`src/rtl/trig_record_fifo.sv`:
```
// Timestamps newly rising trigger patterns and queues {pattern, ts} records,
// drained as two 32-bit words per record through a read-enable/valid port.
module trig_record_fifo #(
    parameter int DEPTH    = 16,
    parameter int TS_WIDTH = 56
) (
    input  logic                     clk_adc,
    input  logic                     reset,
    input  logic                     ts_clear,
    input  logic                     arm,
    input  logic [7:0]               trig_active,
    input  logic                     rd_en,
    output logic [31:0]              rd_data,
    output logic                     rd_valid,
    output logic [$clog2(DEPTH):0]   rec_count,
    output logic                     empty,
    output logic                     full,
    output logic                     overflow,
    output logic [15:0]              drop_count,
    input  logic                     clear_overflow
);
    localparam int AW = $clog2(DEPTH);
    localparam int RW = 8 + TS_WIDTH;
    localparam logic [AW:0] DEPTH_C = DEPTH[AW:0];

    logic [TS_WIDTH-1:0] ts_q;
    logic [7:0]          prev_q;
    logic                evt_vld_q;
    logic [7:0]          evt_pat_q;
    logic [TS_WIDTH-1:0] evt_ts_q;
    logic [RW-1:0]       mem_q [DEPTH];
    logic [AW-1:0]       wr_idx_q;
    logic [AW-1:0]       rd_idx_q;
    logic                word_ptr_q;
    logic [AW:0]         count_q;
    logic [31:0]         rd_data_q;
    logic                rd_valid_q;
    logic                ovf_q;
    logic [15:0]         drop_q;

    logic [7:0]          rise;
    logic                evt_d;
    logic [RW-1:0]       head;
    logic                rd_ok;
    logic                pop;
    logic                wr;
    logic                drop;
    logic [AW:0]         count_d;
    logic                ovf_d;
    logic [15:0]         drop_d;

    function automatic logic [31:0] first_word(input logic [RW-1:0] rec);
        logic [23:0] hi;
        hi = '0;
        hi[TS_WIDTH-33:0] = rec[TS_WIDTH-1:32];
        return {rec[RW-1:TS_WIDTH], hi};
    endfunction

    assign empty      = (count_q == '0);
    assign full       = (count_q == DEPTH_C);
    assign rec_count  = count_q;
    assign rd_data    = rd_data_q;
    assign rd_valid   = rd_valid_q;
    assign overflow   = ovf_q;
    assign drop_count = drop_q;

    always_comb begin
        rise    = trig_active & ~prev_q;
        evt_d   = arm && (rise != 8'd0);
        head    = mem_q[rd_idx_q];
        rd_ok   = rd_en && !empty;
        pop     = rd_ok && word_ptr_q;
        // A pop in the same cycle frees the slot, so full-plus-pop never drops.
        wr      = evt_vld_q && (!full || pop);
        drop    = evt_vld_q && !wr;
        count_d = count_q;
        if (wr && !pop) begin
            count_d = count_q + (AW+1)'(1);
        end else if (pop && !wr) begin
            count_d = count_q - (AW+1)'(1);
        end
        // A clear coinciding with a drop still accounts for that drop.
        if (clear_overflow) begin
            ovf_d  = drop;
            drop_d = {15'd0, drop};
        end else begin
            ovf_d  = ovf_q | drop;
            drop_d = drop_q;
            if (drop && (drop_q != 16'hFFFF)) begin
                drop_d = drop_q + 16'd1;
            end
        end
    end

    always_ff @(posedge clk_adc) begin
        if (reset) begin
            ts_q       <= '0;
            prev_q     <= '0;
            evt_vld_q  <= 1'b0;
            wr_idx_q   <= '0;
            rd_idx_q   <= '0;
            word_ptr_q <= 1'b0;
            count_q    <= '0;
            rd_data_q  <= '0;
            rd_valid_q <= 1'b0;
            ovf_q      <= 1'b0;
            drop_q     <= '0;
        end else begin
            ts_q       <= ts_clear ? '0 : ts_q + TS_WIDTH'(1);
            prev_q     <= trig_active;
            evt_vld_q  <= evt_d;
            count_q    <= count_d;
            ovf_q      <= ovf_d;
            drop_q     <= drop_d;
            rd_valid_q <= rd_ok;
            if (wr) begin
                wr_idx_q <= wr_idx_q + AW'(1);
            end
            if (pop) begin
                rd_idx_q <= rd_idx_q + AW'(1);
            end
            if (rd_ok) begin
                word_ptr_q <= ~word_ptr_q;
                rd_data_q  <= word_ptr_q ? head[31:0] : first_word(head);
            end
        end
    end

    // Event capture stage, then record storage one edge later.
    always_ff @(posedge clk_adc) begin
        evt_pat_q <= rise;
        evt_ts_q  <= ts_q;
        if (wr) begin
            mem_q[wr_idx_q] <= {evt_pat_q, evt_ts_q};
        end
    end
endmodule

```
`config.mk`:
```
export PLATFORM = sky130hd
export DESIGN_NAME = trig_record_fifo
export DESIGN_NICKNAME = d
export VERILOG_FILES = /design/src/rtl/trig_record_fifo.sv
export SDC_FILE = /design/constraint.sdc
export NUM_CORES = 1
export LEC_CHECK = 0
export CAP_MARGIN = 20
export CORE_MARGIN = 1.5
export CORE_UTILIZATION = 65
export CTS_BUF_LIST = sky130_fd_sc_hd__clkbuf_8
export CTS_CLUSTER_DIAMETER = 60
export DETAILED_ROUTE_END_ITERATION = 10
export PLACE_DENSITY = 0.79
export SLEW_MARGIN = 20
export SYNTH_ARGS = -nofsm -noshare
export SYNTH_HDL_FRONTEND = slang
export SYNTH_SLANG_ARGS = --single-unit
```
`constraint.sdc`:
```
create_clock -name clk_adc -period 9.15 [get_ports clk_adc]
set_clock_uncertainty 0.15 [all_clocks]
set_input_delay 2.745 -clock clk_adc [delete_from_list [all_inputs] [get_ports clk_adc]]
set_output_delay 2.745 -clock clk_adc [all_outputs]
set_load 0.1 [all_outputs]
```
==> Word level (Yosys, flattened, before mapping) <==
Memories as Yosys holds them, arrays and structs flattened. A register that Yosys moved wholly into a read port is not among the register bits.
Cells that the tools add are included.
{ "totals": {"register_bits": 193, "mem_bits_rw": 1024, "input_bits": 14, "out_inout_bits": 57, "elab_cells": 56, "memories": 1} }
{ "memory_table": {"columns": ["name", "depth", "word_bits", "rd", "rd_ports_with_merged_regs", "write_ports", "line_no", "text"], "rows": [
  ["mem_q", 16, 64, 1, 1, 1, "31", "logic [RW-1:0] mem_q [DEPTH];"]
]} }
{ "classes": {"n_addsub": 6, "eq_ne": 2, "n_mux": 10, "bitwise": 4, "n_reduce_logical": 19} }
{ "op_table": {"columns": ["op", "count"], "rows": [
  ["$add A56 B1 Y56 const B", 1],
  ["$mux W32", 1],
  ["$add A16 B1 Y16 const B", 1],
  ["$ne A16 B16 Y1 const B", 1],
  ["$mux W5", 2],
  ["$add A4 B1 Y4 const B", 2],
  ["$and A8 B8 Y8", 1],
  ["$logic_and A1 B1 Y1", 8],
  ["$mux W4", 2],
  ["$not A8 Y8", 1],
  ["$reduce_bool A8 Y1", 1],
  ["$add A5 B1 Y5 const B", 1],
  ["$eq A5 B5 Y1 const B", 1],
  ["$logic_not A5 Y1", 1],
  ["$mux W1", 5],
  ["$sub A5 B1 Y5 const B", 1],
  ["$logic_not A1 Y1", 4],
  ["$reduce_bool A2 Y1", 2],
  ["$reduce_or A2 Y1", 2],
  ["$logic_or A1 B1 Y1", 1],
  ["$not A1 Y1", 1],
  ["$or A1 B1 Y1", 1]
]} }

==> Longest topological paths before layout <==
Gate-level depths: netlist (run 1).
{ "depth": {"word_depth": 11, "depth_mapped": 13, "depth_no_buf": 11} }

==> Worst setup path before layout (run 1) <==
No wires, ideal clock.
{ "synth_timing": {"path_kind": "input -> register", "from": "input port rd_en", "to": "memory mem_q[3][0] in the netlist's numbering, enable pin", "setup_ns": 0.564, "arrival_time_ns": 7.931, "required_ns": 8.436, "slack_ns": 0.505, "cell_stages": 4, "path_buffers": 0, "path_cell_list": "nand2_1 -> a31oi_1 -> nand2_1 -> nor3_1"} }
{ "synth_via": {"elab_chain_len": 6} }
{ "synth_lines": {"columns": ["item", "line_no", "text"], "rows": [
  ["start, declared", "12", "input logic rd_en,"],
  ["$logic_and A1 B1 Y1", "71", "rd_ok = rd_en && !empty;"],
  ["$logic_and A1 B1 Y1", "72", "pop = rd_ok && word_ptr_q;"],
  ["$logic_or A1 B1 Y1", "74", "wr = evt_vld_q && (!full || pop);"],
  ["$logic_and A1 B1 Y1", "74", null],
  ["via wr", "46", "logic wr;"],
  ["$mux W1", "133", "if (wr) begin"],
  ["$mux W1 (not written as such)", "134", "mem_q[wr_idx_q] <= {evt_pat_q, evt_ts_q};"],
  ["end, declared", "31", null]
]} }
The timed path passes the listed nets, and every way through them passes these cells.

==> Final worst setup path (run 1) <==
{ "layout_timing": {"from": "register count_q[0] (netlist: rec_count[0])", "to": "output port full"} }
{ "layout_via": {"elab_chain_len": 1} }
{ "layout_lines": {"columns": ["item", "line_no", "text"], "rows": [
  ["start, declared", "35", "logic [AW:0] count_q;"],
  ["start signal, assigned", "112", "count_q <= count_d;"],
  ["$eq A5 B5 Y1", "60", "assign full = (count_q == DEPTH_C);"],
  ["end, declared", "17", "output logic full,"]
]} }
No other way between the ends.

==> results of run 1 <==
[cell families (layout without fill, tap and decap cells)]
logic type,Yosys count,in the layout
adders and majority gates,12,12
other,0,2
xor gates and xnor gates,46,46
muxes,310,310
buffers and inverters,162,475
AOI/OAI and AO/OA,331,331
and+or+nand+nor,394,394
DFF,1221,1221
[state kept, by name, indices dropped and copies added, names as in the netlist, named ones only]
register,flops
mem_q,1024
evt_ts_q,56
ts_q,56
rd_data,32
drop_count,16
evt_pat_q,8
prev_q,8
rec_count,5
rd_idx_q,4
wr_idx_q,4
evt_vld_q,1
overflow,1
rd_valid,1
word_ptr_q,1
[final timing paths]
| path | slack (ns) | cells after the start | end |
|---|---|---|---|
| max | 2.96 | 3 | full |
| max reg2reg | 4.96 | 6 | rd_data[22] |
| min reg2reg | 0.22 | 0 | evt_ts_q[20] |
| min | 0.22 | 0 | evt_ts_q[20] |
[cell usage after synthesis, types with 21 or more instances]
| master | n |
|---|---|
| a21oi_1 | 96 |
| a22oi_1 | 83 |
| and2_1 | 23 |
| buf_1 | 26 |
| buf_2 | 43 |
| clkbuf_1 | 68 |
| dfxtp_1 | 197 |
| edfxtp_1 | 1024 |
| mux2_2 | 35 |
| mux2i_1 | 69 |
| mux4_2 | 206 |
| nand2_1 | 92 |
| nand3_1 | 27 |
| nor2_1 | 104 |
| nor3_1 | 28 |
| o22ai_1 | 38 |
| o31ai_1 | 21 |
| or4_1 | 26 |
| xor2_1 | 33 |
[routing by layer]
metal / vias to the layer above / track usage / share of wire
li1: 10400 / - / -
met1: 12700 / 0.424 / 0.38
met2: 1531 / 0.469 / 0.48
met3: 217 / 0.0687 / 0.11
met4: 0 / 0.113 / 0.032
met5: - / 0 / 0
[power breakdown]
group	internal, uW	switching, uW	total [uW]
Clock	2180	2030	4220
Sequential	6070	107	6180
Combinational	423	973	1400
Total	8680	3110	11800
[layout make-up]
class | count | area (um^2)
inverter | 21 | 78.8
tap | 940 | 1180
clock buffer | 199 | 2740
clock inverter | 140 | 793
timing repair buffer | 115 | 1130
fill | 3963 | 18700
sequential | 1221 | 34700
multi-input combinational | 1093 | 10700
antenna | 2 | 5.00
[placed cells by master (no fill, tap or decap), types with 7 or more instances in the layout]
| master | synthesis | routed |
|---|---|---|
| nor2_4 | 0 | 13 |
| inv_1 | 20 | 87 |
| clkdlybuf4s50_1 | 0 | 69 |
| a22oi_1 | 83 | 83 |
| edfxtp_1 | 1024 | 1024 |
| clkinv_1 | 1 | 31 |
| o31ai_1 | 21 | 21 |
| xor2_1 | 33 | 33 |
| o21ai_0 | 14 | 14 |
| nand4_1 | 15 | 15 |
| a21oi_1 | 96 | 96 |
| or3_1 | 8 | 8 |
| mux4_2 | 206 | 206 |
| o211ai_1 | 16 | 16 |
| clkbuf_8 | 2 | 199 |
| nor2_1 | 104 | 90 |
| a221oi_1 | 14 | 14 |
| mux2_2 | 35 | 35 |
| nor3_1 | 28 | 24 |
| mux2i_1 | 69 | 69 |
| buf_4 | 0 | 39 |
| nand3_1 | 27 | 27 |
| nor2b_1 | 19 | 17 |
| and2_1 | 23 | 23 |
| ha_1 | 11 | 11 |
| nand2_1 | 92 | 92 |
| a221o_1 | 8 | 8 |
| nor4_1 | 8 | 8 |
| dfxtp_1 | 197 | 193 |
| o22ai_1 | 38 | 38 |
| o221ai_1 | 15 | 15 |
| xnor2_1 | 13 | 13 |
| clkinv_2 | 0 | 23 |
| and3_1 | 12 | 12 |
| a211o_1 | 7 | 7 |
| or4_1 | 26 | 26 |
[through the flow]
| stage | std cells | instance area, um^2 |
|---|---|---|
| floorplan | 2476 | 46000 |
| global placement | 3386 | 47700 |
| detailed placement | 3388 | 47800 |
| CTS | 3727 | 51300 |
| global route | 3730 | 51300 |
| finish | 3731 | 51300 |
==> results_dict.tcl, run 1 <==
set metrics [dict create \
    synth_edf_count 1024 \
    p_total_uw 11800 \
    dpl_worst_slack_ns 2.48 \
    worstHoldStart "ts_q[20]" \
    syn_area_per_cell_um2 18.6 \
    synth.area.mux_share 0.125 \
    final.setup.worst_slack_ns 2.96 \
    place.gp.congestion 0.844 \
    yosysSeqAreaShare 0.755 \
    die_area_um2 72300 \
    start_util 0.656 \
    worstSkewPairLatency_ns 0.83 \
    grt_pass1_wl_mm 156 \
    status "finished clean" \
    yosysUniqueCellTypes 61 \
    grt_usage 0.301 \
    wl_per_cell_um 28.4 \
    syn_to_final_growth_pct 11.7 \
    vias 24800 \
    synth_nets 2502 \
    firstDrtPassIters 6 \
    place_hpwl_mm 60.9 \
    netlist.top_cell.by_area "edfxtp_1" \
    hold_viol 0 \
    syn_inst 2476 \
    setup_viol 0 \
    fp-row-count 97 \
    startpoint "rec_count[0]" \
    synth_top_area_share 0.669 \
    power_density_nw_per_um2 230 \
    ys_async_sr_fraction 0 \
    synth_compound_gate_area_share 0.0488 \
    synth_ff_type "edfxtp_1" \
    ctsHoldBuffers 0 \
    cts_setup_buffers 0 \
    synth_top_family_by_area "multiplexers" \
    grt_pass1_vias 24900 \
    die_x_um 269 \
    cts-root-buf "clkbuf_8" \
    synth.area.top_cells "edfxtp_1, mux4_2, dfxtp_1" \
    portBuffers 70 \
    coreArea_um2 70000 \
    cp-start-kind "flip-flop" \
    drc 0 \
    yosys_register_bits 1221 \
    grt_max_degree 128 \
    final.period_utilization 0.676 \
    relSlewSlack 0.239 \
    critPathMaxFanout 6 \
    tightest_slew_ns 1.14 \
    first_iter_violations 3388 \
    antenna_found_initial 3 \
    globalRouteOverflowTotal 0 \
    post-route-util 0.733 \
    numCtsBuffers 181 \
    drive_gt1_frac 0.206 \
    final.min_clock_period_ns 6.19 \
    cts_tree "built" \
    critPathBufInv 1 \
    synthAdderAreaFrac 0.00343 \
    worstSetupPathType "flip-flop to primary output" \
    yosysWarnings 0 \
    fin_hold_ws_ns 0.222 \
    max-cap-violations 0 \
    die_y_um 269 \
    netlist_area_um2 46000 \
    power_leakage_uw 0.0159 \
    drv_slew 0 \
    nets 2659 \
    tns_ns 0 \
    viasPerCell 6.64 \
    min_path_type "flip-flop to flip-flop" \
    rsz0062_at_grt "no" \
    htree_num_levels 4 \
    ir_drop_mv 0.387 \
    fmax_ghz 0.162 \
    path_clk_slew_ns 0.07 \
    ios 71 \
    ctsResizeCount 0 \
    crit_family "buffers and inverters" \
    cp-end-kind "primary output" \
    cts.sinks 1221 \
    cp_slowest_cell "clkdlybuf4s50_1" \
    wl_mm 106 \
    crit_path_max_incr_delay_ns 1.15 \
    synth-simple-area-share 0.0446 \
    required_ns 6.26 \
    cts.path.max_buffers 3 \
    arrival_ns 3.29 \
    crit_path_cell_trace "or4_1 > nor2_1 > clkdlybuf4s50_1" \
    synth_xor_area_frac 0.00877 \
    drtAntennaViolNets 0 \
]
No activity file was read; power rests on OpenSTA's default activity.
==> inputs of run 2 (changes only) <==
- CORE_UTILIZATION: 65 -> 58
- PLACE_DENSITY: 0.79 -> 0.75
- clock period: 9.15 -> 5 ns (I/O delays scaled with it)
==> results_dict.tcl, run 2 (synthesized netlist as in run 1, its figures left out) <==
set metrics [dict create \
    antenna_found_initial 4 \
    globalRouteOverflowTotal 0 \
    grt_max_degree 127 \
    fmax_ghz 0.236 \
    numCtsBuffers 184 \
    tns_ns 0 \
    largest_reg_flops 1024 \
    ctsHoldBuffers 0 \
    crit_family "buffers and inverters" \
    worstSkewPairLatency_ns 0.84 \
    grt_usage 0.264 \
    portBuffers 70 \
    place_hpwl_mm 60.9 \
    cp_slowest_cell "clkdlybuf4s50_1" \
    ios 71 \
    start_util 0.584 \
    final.period_utilization 0.847 \
    status "finished clean" \
    coreArea_um2 78700 \
    fillCellCount 5044 \
    drtAntennaViolNets 0 \
    wl_per_cell_um 27.2 \
    path_clk_slew_ns 0.06 \
    die_y_um 285 \
    drv_slew 0 \
    critPathMaxFanout 9 \
    htree_num_levels 4 \
    relSlewSlack 0.238 \
    ir_drop_mv 0.834 \
    crit_path_max_incr_delay_ns 1.21 \
    fp-row-count 103 \
    tightest_slew_ns 1.14 \
    rsz0062_at_grt "no" \
    final.min_clock_period_ns 4.23 \
    grt_pass1_wl_mm 156 \
    viasPerCell 6.33 \
    drive_gt1_frac 0.209 \
    min_path_type "flip-flop to flip-flop" \
    dpl_worst_slack_ns 0.698 \
    wl_mm 105 \
    power_leakage_uw 0.0161 \
    vias 24400 \
    hold_viol 0 \
    cts_setup_buffers 0 \
    power_density_nw_per_um2 415 \
    placed_cells 3513 \
    cts_tree "built" \
    finalNonFillerCells 3857 \
    arrival_ns 2.58 \
    ctsResizeCount 0 \
    p_total_uw 21500 \
    crit_path_cell_trace "clkdlybuf4s50_1" \
    final.setup.worst_slack_ns 0.767 \
    critPathBufInv 1 \
    top_register "mem_q" \
    syn_to_final_growth_pct 12.7 \
    first_iter_violations 2742 \
    drc 0 \
    setup_viol 0 \
    firstDrtPassIters 5 \
    place.gp.congestion 0.834 \
    die_x_um 285 \
    die_area_um2 80900 \
    final_common_cell "edfxtp_1" \
    cts.sinks 1221 \
    worstSetupPathType "flip-flop to primary output" \
    cp-end-kind "primary output" \
    reg_top3 "mem_q: 1024 flops, evt_ts_q: 56 flops, ts_q: 56 flops" \
    cts-root-buf "clkbuf_8" \
    required_ns 3.35 \
    max-cap-violations 0 \
    cts.path.max_buffers 3 \
    mostFrequentLayoutCells "edfxtp_1, mux4_2, clkbuf_8" \
    grt_pass1_vias 25000 \
    cp-start-kind "flip-flop" \
    nets 2675 \
]
run 2: cell count changes in the layout (fill, tap and decap cells not counted), sizes merged:
cell	change
clkbuf	+7
clkdlybuf4s50	-2
inv	+8
diode	-1
bufinv	-3
buf	+15
clkinv	-6
clkinvlp	-2
run 2: through the flow:
step / cell area (um^2) / hold slack, ns / util
after global placement: 48200 / 0.217 / 0.613
final: 51800 / 0.221 / 0.658
after floorplan: 46000 / 0.194 / -
after global routing: 51800 / 0.213 / 0.658
after CTS: 51800 / 0.220 / 0.658
after detailed placement: 48200 / 0.223 / 0.613
run 2: final timing paths:
kind	start	endpoint	slack [ns]	depth (start not counted)
worst max-delay path	rec_count[4]	rec_count[4]	0.77	1
worst min-delay path	ts_q[19]	evt_ts_q[19]	0.22	0
worst max register to register	flip-flop	rd_data[7]	1.87	6
worst min register to register	ts_q[19]	evt_ts_q[19]	0.22	0
run 2: layer usage:
metal	wire length, um	track usage	up-vias
met1	39100	0.346	12500
met3	10600	0.0681	225
met5	0	0	-
met2	51100	0.420	1334
li1	-	-	10400
met4	4040	0.116	0
run 2: cell type report:
class / instances / area [um^2] / share of cell area
Antenna cell: 1 / 2.50 / 0.0000483
Clock buffer: 206 / 2840 / 0.0547
Clock inverter: 137 / 724 / 0.0140
Inverter: 21 / 78.8 / 0.00152
Multi-Input combinational cell: 1093 / 10700 / 0.207
Sequential cell: 1221 / 34700 / 0.670
Tap cell: 1050 / 1310 / 0.0254
Timing Repair Buffer: 128 / 1410 / 0.0273
run 2: power breakdown:
| group | internal [uW] | total [uW] | leakage, uW | switching [uW] |
|---|---|---|---|---|
| Sequential | 11100 | 11300 | 0.0105 | 186 |
| Clock | 3960 | 7730 | 0.00210 | 3770 |
| Combinational | 766 | 2490 | 0.00351 | 1720 |
| Total | 15800 | 21500 | 0.0161 | 5680 |
